[config.mk]
export PLATFORM = sky130hd
export DESIGN_NAME = uart_tx_flat
export DESIGN_NICKNAME = d
export VERILOG_FILES = /design/src/rtl/uart_tx_if.sv /design/src/rtl/uart_tx.sv /design/src/flat_wrapper.sv
export SDC_FILE = /design/constraint.sdc
export NUM_CORES = 1
export LEC_CHECK = 0
export CAP_MARGIN = 20
export CELL_PAD_IN_SITES_DETAIL_PLACEMENT = 1
export CELL_PAD_IN_SITES_GLOBAL_PLACEMENT = 2
export CORE_MARGIN = 4
export CORE_UTILIZATION = 38
export CTS_BUF_LIST = sky130_fd_sc_hd__clkbuf_4
export DETAILED_ROUTE_END_ITERATION = 7
export PLACE_DENSITY_LB_ADDON = 0.25
export SETUP_SLACK_MARGIN = 0.3
export SYNTH_ARGS = -nofsm -noshare
export SYNTH_HDL_FRONTEND = slang
export SYNTH_SLANG_ARGS = --single-unit
[constraint.sdc]
create_clock -name clk -period 4 [get_ports clk]
set_clock_uncertainty 0.1 [all_clocks]
set_input_delay 0.6 -clock clk [delete_from_list [all_inputs] [get_ports clk]]
set_output_delay 0.6 -clock clk [all_outputs]
set_load 0.1 [all_outputs]
[src/rtl/uart_tx_if.sv]
// Valid/ready word handshake between a producer and the UART transmitter.
`timescale 1ns/1ps
interface uart_tx_if #(
  parameter int DATA_BITS = 8
);
  logic [DATA_BITS-1:0] tx_data;
  logic                 tx_valid;
  logic                 tx_ready;

  modport master (output tx_data, output tx_valid, input tx_ready);
  modport slave  (input tx_data, input tx_valid, output tx_ready);
endinterface

[src/rtl/uart_tx.sv]
// UART transmitter: start bit, DATA_BITS data bits LSB first, optional even parity, one stop bit.
// Define UART_TX_PARITY_EN to insert the even-parity bit after the last data bit.
`timescale 1ns/1ps
module uart_tx #(
  parameter int CLK_FREQUENCY = 100_000_000,
  parameter int BAUD_RATE     = 115_200,
  parameter int DATA_BITS     = 8
) (
  input  logic     clk,
  input  logic     reset,
  uart_tx_if.slave tx_if,
  output logic     tx_serial,
  output logic     tx_busy
);
  localparam int BAUD_DIV = CLK_FREQUENCY / BAUD_RATE;
  localparam int CNT_W    = (BAUD_DIV > 1) ? $clog2(BAUD_DIV) : 1;
  localparam int BIT_W    = $clog2(DATA_BITS);
  localparam logic [CNT_W-1:0] BAUD_LAST = CNT_W'(BAUD_DIV - 1);
  localparam logic [BIT_W-1:0] BIT_LAST  = BIT_W'(DATA_BITS - 1);

  typedef enum logic [2:0] {
    S_IDLE,
    S_START,
    S_DATA,
`ifdef UART_TX_PARITY_EN
    S_PARITY,
`endif
    S_STOP
  } state_e;

  state_e               state_q, state_d;
  logic [CNT_W-1:0]     baud_q, baud_d;
  logic [BIT_W-1:0]     bit_q, bit_d;
  logic [DATA_BITS-1:0] shift_q, shift_d;
  logic                 serial_q, serial_d;
  logic                 ready_q, ready_d;
  logic                 busy_q, busy_d;
  logic                 baud_end;
  logic                 accept;
`ifdef UART_TX_PARITY_EN
  logic                 parity_q, parity_d;
`endif

  always_comb begin
    state_d  = state_q;
    baud_d   = baud_q;
    bit_d    = bit_q;
    shift_d  = shift_q;
`ifdef UART_TX_PARITY_EN
    parity_d = parity_q;
`endif
    baud_end = (baud_q == BAUD_LAST);
    accept   = tx_if.tx_valid && ready_q;

    if (state_q != S_IDLE) begin
      baud_d = baud_end ? '0 : baud_q + 1'b1;
    end

    case (state_q)
      S_IDLE: begin
        if (accept) begin
          state_d  = S_START;
          baud_d   = '0;
          shift_d  = tx_if.tx_data;
`ifdef UART_TX_PARITY_EN
          parity_d = ^tx_if.tx_data;
`endif
        end
      end
      S_START: begin
        if (baud_end) begin
          state_d = S_DATA;
          bit_d   = '0;
        end
      end
      S_DATA: begin
        if (baud_end) begin
          shift_d = shift_q >> 1;
          bit_d   = bit_q + 1'b1;
          if (bit_q == BIT_LAST) begin
`ifdef UART_TX_PARITY_EN
            state_d = S_PARITY;
`else
            state_d = S_STOP;
`endif
          end
        end
      end
`ifdef UART_TX_PARITY_EN
      S_PARITY: begin
        if (baud_end) state_d = S_STOP;
      end
`endif
      S_STOP: begin
        if (baud_end) state_d = S_IDLE;
      end
      default: state_d = S_IDLE;
    endcase

    // Line level is decoded from the next state so the flop shows each bit on the edge it begins.
    case (state_d)
      S_START:  serial_d = 1'b0;
      S_DATA:   serial_d = shift_d[0];
`ifdef UART_TX_PARITY_EN
      S_PARITY: serial_d = parity_d;
`endif
      default:  serial_d = 1'b1;
    endcase

    ready_d = (state_d == S_IDLE);
    busy_d  = (state_d != S_IDLE);
  end

  always_ff @(posedge clk) begin
    if (reset) begin
      state_q  <= S_IDLE;
      baud_q   <= '0;
      bit_q    <= '0;
      shift_q  <= '0;
      serial_q <= 1'b1;
      ready_q  <= 1'b0;
      busy_q   <= 1'b0;
`ifdef UART_TX_PARITY_EN
      parity_q <= 1'b0;
`endif
    end else begin
      state_q  <= state_d;
      baud_q   <= baud_d;
      bit_q    <= bit_d;
      shift_q  <= shift_d;
      serial_q <= serial_d;
      ready_q  <= ready_d;
      busy_q   <= busy_d;
`ifdef UART_TX_PARITY_EN
      parity_q <= parity_d;
`endif
    end
  end

  assign tx_if.tx_ready = ready_q;
  assign tx_serial      = serial_q;
  assign tx_busy        = busy_q;
endmodule

[src/flat_wrapper.sv]
// flat-port wrapper written by rule: the top's interface ports become plain ports
module uart_tx_flat 
#(
  parameter int CLK_FREQUENCY = 100_000_000,
  parameter int BAUD_RATE     = 115_200,
  parameter int DATA_BITS     = 8
)
  (clk, reset, tx_serial, tx_busy, tx_if_tx_data, tx_if_tx_valid, tx_if_tx_ready);
  uart_tx_if #(.DATA_BITS(DATA_BITS)) tx_if_i ();
  input  logic clk;
  input  logic reset;
  output logic tx_serial;
  output logic tx_busy;
  input wire logic [$bits(tx_if_i.tx_data)-1:0] tx_if_tx_data;
  input wire logic [$bits(tx_if_i.tx_valid)-1:0] tx_if_tx_valid;
  output wire logic [$bits(tx_if_i.tx_ready)-1:0] tx_if_tx_ready;
  assign tx_if_i.tx_data = tx_if_tx_data;
  assign tx_if_i.tx_valid = tx_if_tx_valid;
  assign tx_if_tx_ready = tx_if_i.tx_ready;
  uart_tx #(.CLK_FREQUENCY(CLK_FREQUENCY), .BAUD_RATE(BAUD_RATE), .DATA_BITS(DATA_BITS)) u_core (.clk(clk), .reset(reset), .tx_if(tx_if_i), .tx_serial(tx_serial), .tx_busy(tx_busy));
endmodule
==> flow_summary.toml <==
[cts]
cts_tree = "built"
root_buffer = "clkbuf_4"
post_cts_buffers = 0
insertion_delay_ps = 330
cts_buffer_depth = 2
clk_pin_slew_ps = 140
h-tree-depth = 1
numCtsBuffers = 3
holdBufCountCts = 0
post_cts_resize_count = 0
clock_sinks = 27

[logic_synthesis]
synthSimpleGateAreaFrac_pct = 27.4
synth_top_cell_by_area = "dfxtp_1"
syn_inst = 141
synth_edf_count = 0
avgSynthCellArea_sq_um = 9.10
synth_area_sq_um = 1280
synth_xor_area_share_pct = 3.41
synth.distinct_cells = 38
synthTopCellsByCount = "dfxtp_1, nor2_1, a21oi_1"
yosysTopAreaCellShare_pct = 42.1
async_reset_ff_share_pct = 0
synth_top_flop_cell = "dfxtp_1"
synth_area_leaders = "dfxtp_1, a21oi_1, a22oi_1"
synth_top_family_by_area = "simple AND/OR/NAND/NOR gates"
syn_nets = 155
yosysMostFrequentCell = "dfxtp_1"
synth-seq-area-share_pct = 42.1
ys_ff_latch = 27
synthMuxAreaShare_pct = 1.56
synth_adder_area_share_pct = 2.92
synth_compound_area_share_pct = 19.3
yosysWarnings = 0

[setup_path]
cp-startpoint = "u_core.tx_if.tx_ready$_SDFF_PP0_"
cp_max_fo = 4
rr_startpoint = "u_core.baud_q[0]$_SDFF_PP0_"
slowest_delay_ps = 1150
critical-path-top-delay-family = "buffers and inverters"
critPathArrivalTime_ps = 1880
timing.rr.end = "u_core.shift_q[1]$_SDFFE_PP0P_"
slowest_stage = "clkdlybuf4s50_1"
cp-start-kind = "flip-flop"
reg2reg_slack_ps = 1700
crit_type = "flip-flop to primary output"
critPathCaptureType = "primary output"
r2r_cells = 6
cp.buffers_inverters = 1
critical_path_depth = 1
cp.required_ps = 3300
path_cells = "clkdlybuf4s50_1"

[min_path]
hold_path_startpoint = "u_core.shift_q[6]$_SDFFE_PP0P_"
holdPathEnd = "u_core.shift_q[6]$_SDFFE_PP0P_"
worstHoldPathType = "flip-flop to flip-flop"
hold_depth = 2

[sta]
max_slew_margin_pct = 35.1
final-setup-viol-count = 0
rsz0062_at_grt = "false"
drv_slew = 0
min_period_over_period_pct = 64.5
fmax_ghz = 0.388
fin_ws_ps = 1420
setup_tns_ps = 0
hold_violations = 0
worst_pin_slew_ps = 971
fin_crit_ps = 2580

[power_and_ir_drop]
p_comb_share_pct = 11.8
sw_frac_of_total_pct = 26.9
power.leakage_nw = 0.503
intPower_uw = 337
seqPwrFrac_pct = 61.5
p_sw_uw = 124
clkPwrFrac_pct = 26.7
powerDensity_nw_per_um2 = 312
total_power_uw = 461
vdd_drop_max_uv = 138

[global_route]
grt-ovfl-total = 0
antenna_found_initial = 0
grt_pass1_wl_microns = 5300
grt_pass1_vias = 1134
grt_usage_pct = 15.7
grt_max_degree = 21

[die]
io_pins = 14
die_w_microns = 66.1
rows = 20
chipHeight_microns = 66.1
die_area_sq_um = 4370
start_util_pct = 40.7
core_area_sq_um = 3150

[status]
status = "finished clean"

[drt]
ant_nets = 0
drt-pass1-iter-count = 4
drt_iter0_markers = 44
drc = 0
avgRoutedWirePerCell_microns = 15.0
via_per_inst = 5.42
vias = 1073
routed_wl_microns = 2970

[placed_design]
io_buffers = 13
dp_slack_ps = 1720
placed_cells = 194
dp_hpwl_microns = 2210
gp_congestion = 0.758

[finish]
drive_gt1_share_pct = 8.44
antenna_cells = 0
final_cell_count_no_fill = 198
fin_nets = 169
area_growth_pct = 14.9
fin_util_pct = 46.8

[job]
cap_violations = 0
## registers in the layout (all words and copies together), names as in the netlist
register               cells
u_core.baud_q             10
u_core.shift_q             8
u_core.bit_q               3
u_core.state_q             3
u_core.tx_busy             1
u_core.tx_if.tx_ready      1
u_core.tx_serial           1
## area by class of cell
| cell class | count | area, sq um |
|---|---|---|
| tap | 44 | 55.1 |
| clock buffer | 3 | 22.5 |
| multi-input combinational | 106 | 704 |
| clock inverter | 1 | 7.51 |
| sequential | 27 | 541 |
| inverter | 4 | 15.0 |
| fill | 395 | 1680 |
| timing repair buffer | 13 | 130 |
## cell usage in the layout, fill, tap and decap left out, drive strengths merged
master / n
mux2i: 2
a221o: 1
nor3: 4
ha: 3
clkdlybuf4s50: 13
nand3: 2
a22oi: 9
xnor2: 2
or3b: 1
a311oi: 2
a21o: 1
nor2b: 2
dfxtp: 27
and4bb: 2
clkbuf: 3
o31a: 1
nand4: 4
a211oi: 2
nand2: 12
a211o: 2
xor2: 3
or3: 4
conb: 1
nor2: 19
inv: 4
a21oi: 15
o21ai: 2
nor3b: 1
and3: 3
clkinvlp: 1
nand4bb: 2
a31oi: 2
nor4: 2
## worst max-delay path by stage
| stage | end |
|---|---|
| 6_report | tx_if_tx_ready |
| 5_1_grt | tx_if_tx_ready |
| 4_1_cts | tx_if_tx_ready |
| 3_5_place_dp | u_core.tx_serial$_SDFF_PP1_ |
| 3_3_place_gp | u_core.tx_serial$_SDFF_PP1_ |
| 2_1_floorplan | u_core.tx_serial$_SDFF_PP1_ |
## through the flow
step / hold WS (ps) / instance area [sq um]
2_1_floorplan: 336 / 1280
3_3_place_gp: 347 / 1450
3_5_place_dp: 353 / 1450
4_1_cts: 377 / 1480
5_1_grt: 408 / 1480
6_report: 373 / 1480
## cell families after synthesis
group | Yosys count
and+or+nand+nor | 58
AOI/OAI and AO/OA | 37
DFF | 27
buffers and inverters | 8
xor gates and xnor gates | 5
adders and majority gates | 3
muxes | 2
other | 1
## power by group through the flow
stage,sequential [mW],clock [mW],combinational (mW)
after CTS,0.283,0.128,0.0547
after global placement,0.289,0,0.0534
after global routing,0.285,0.142,0.0594
after floorplan,0.298,0,0.0243
after detailed placement,0.289,0,0.0544
final,0.283,0.123,0.0543
## layer usage
layer,GRT usage [%],vias up,routed length (microns)
li1,-,542,-
met1,21.7,516,1420
met2,24.8,11,1420
met3,1.53,4,77
met4,6.35,0,50
met5,0,-,0
(Power assumes the default switching activity.)
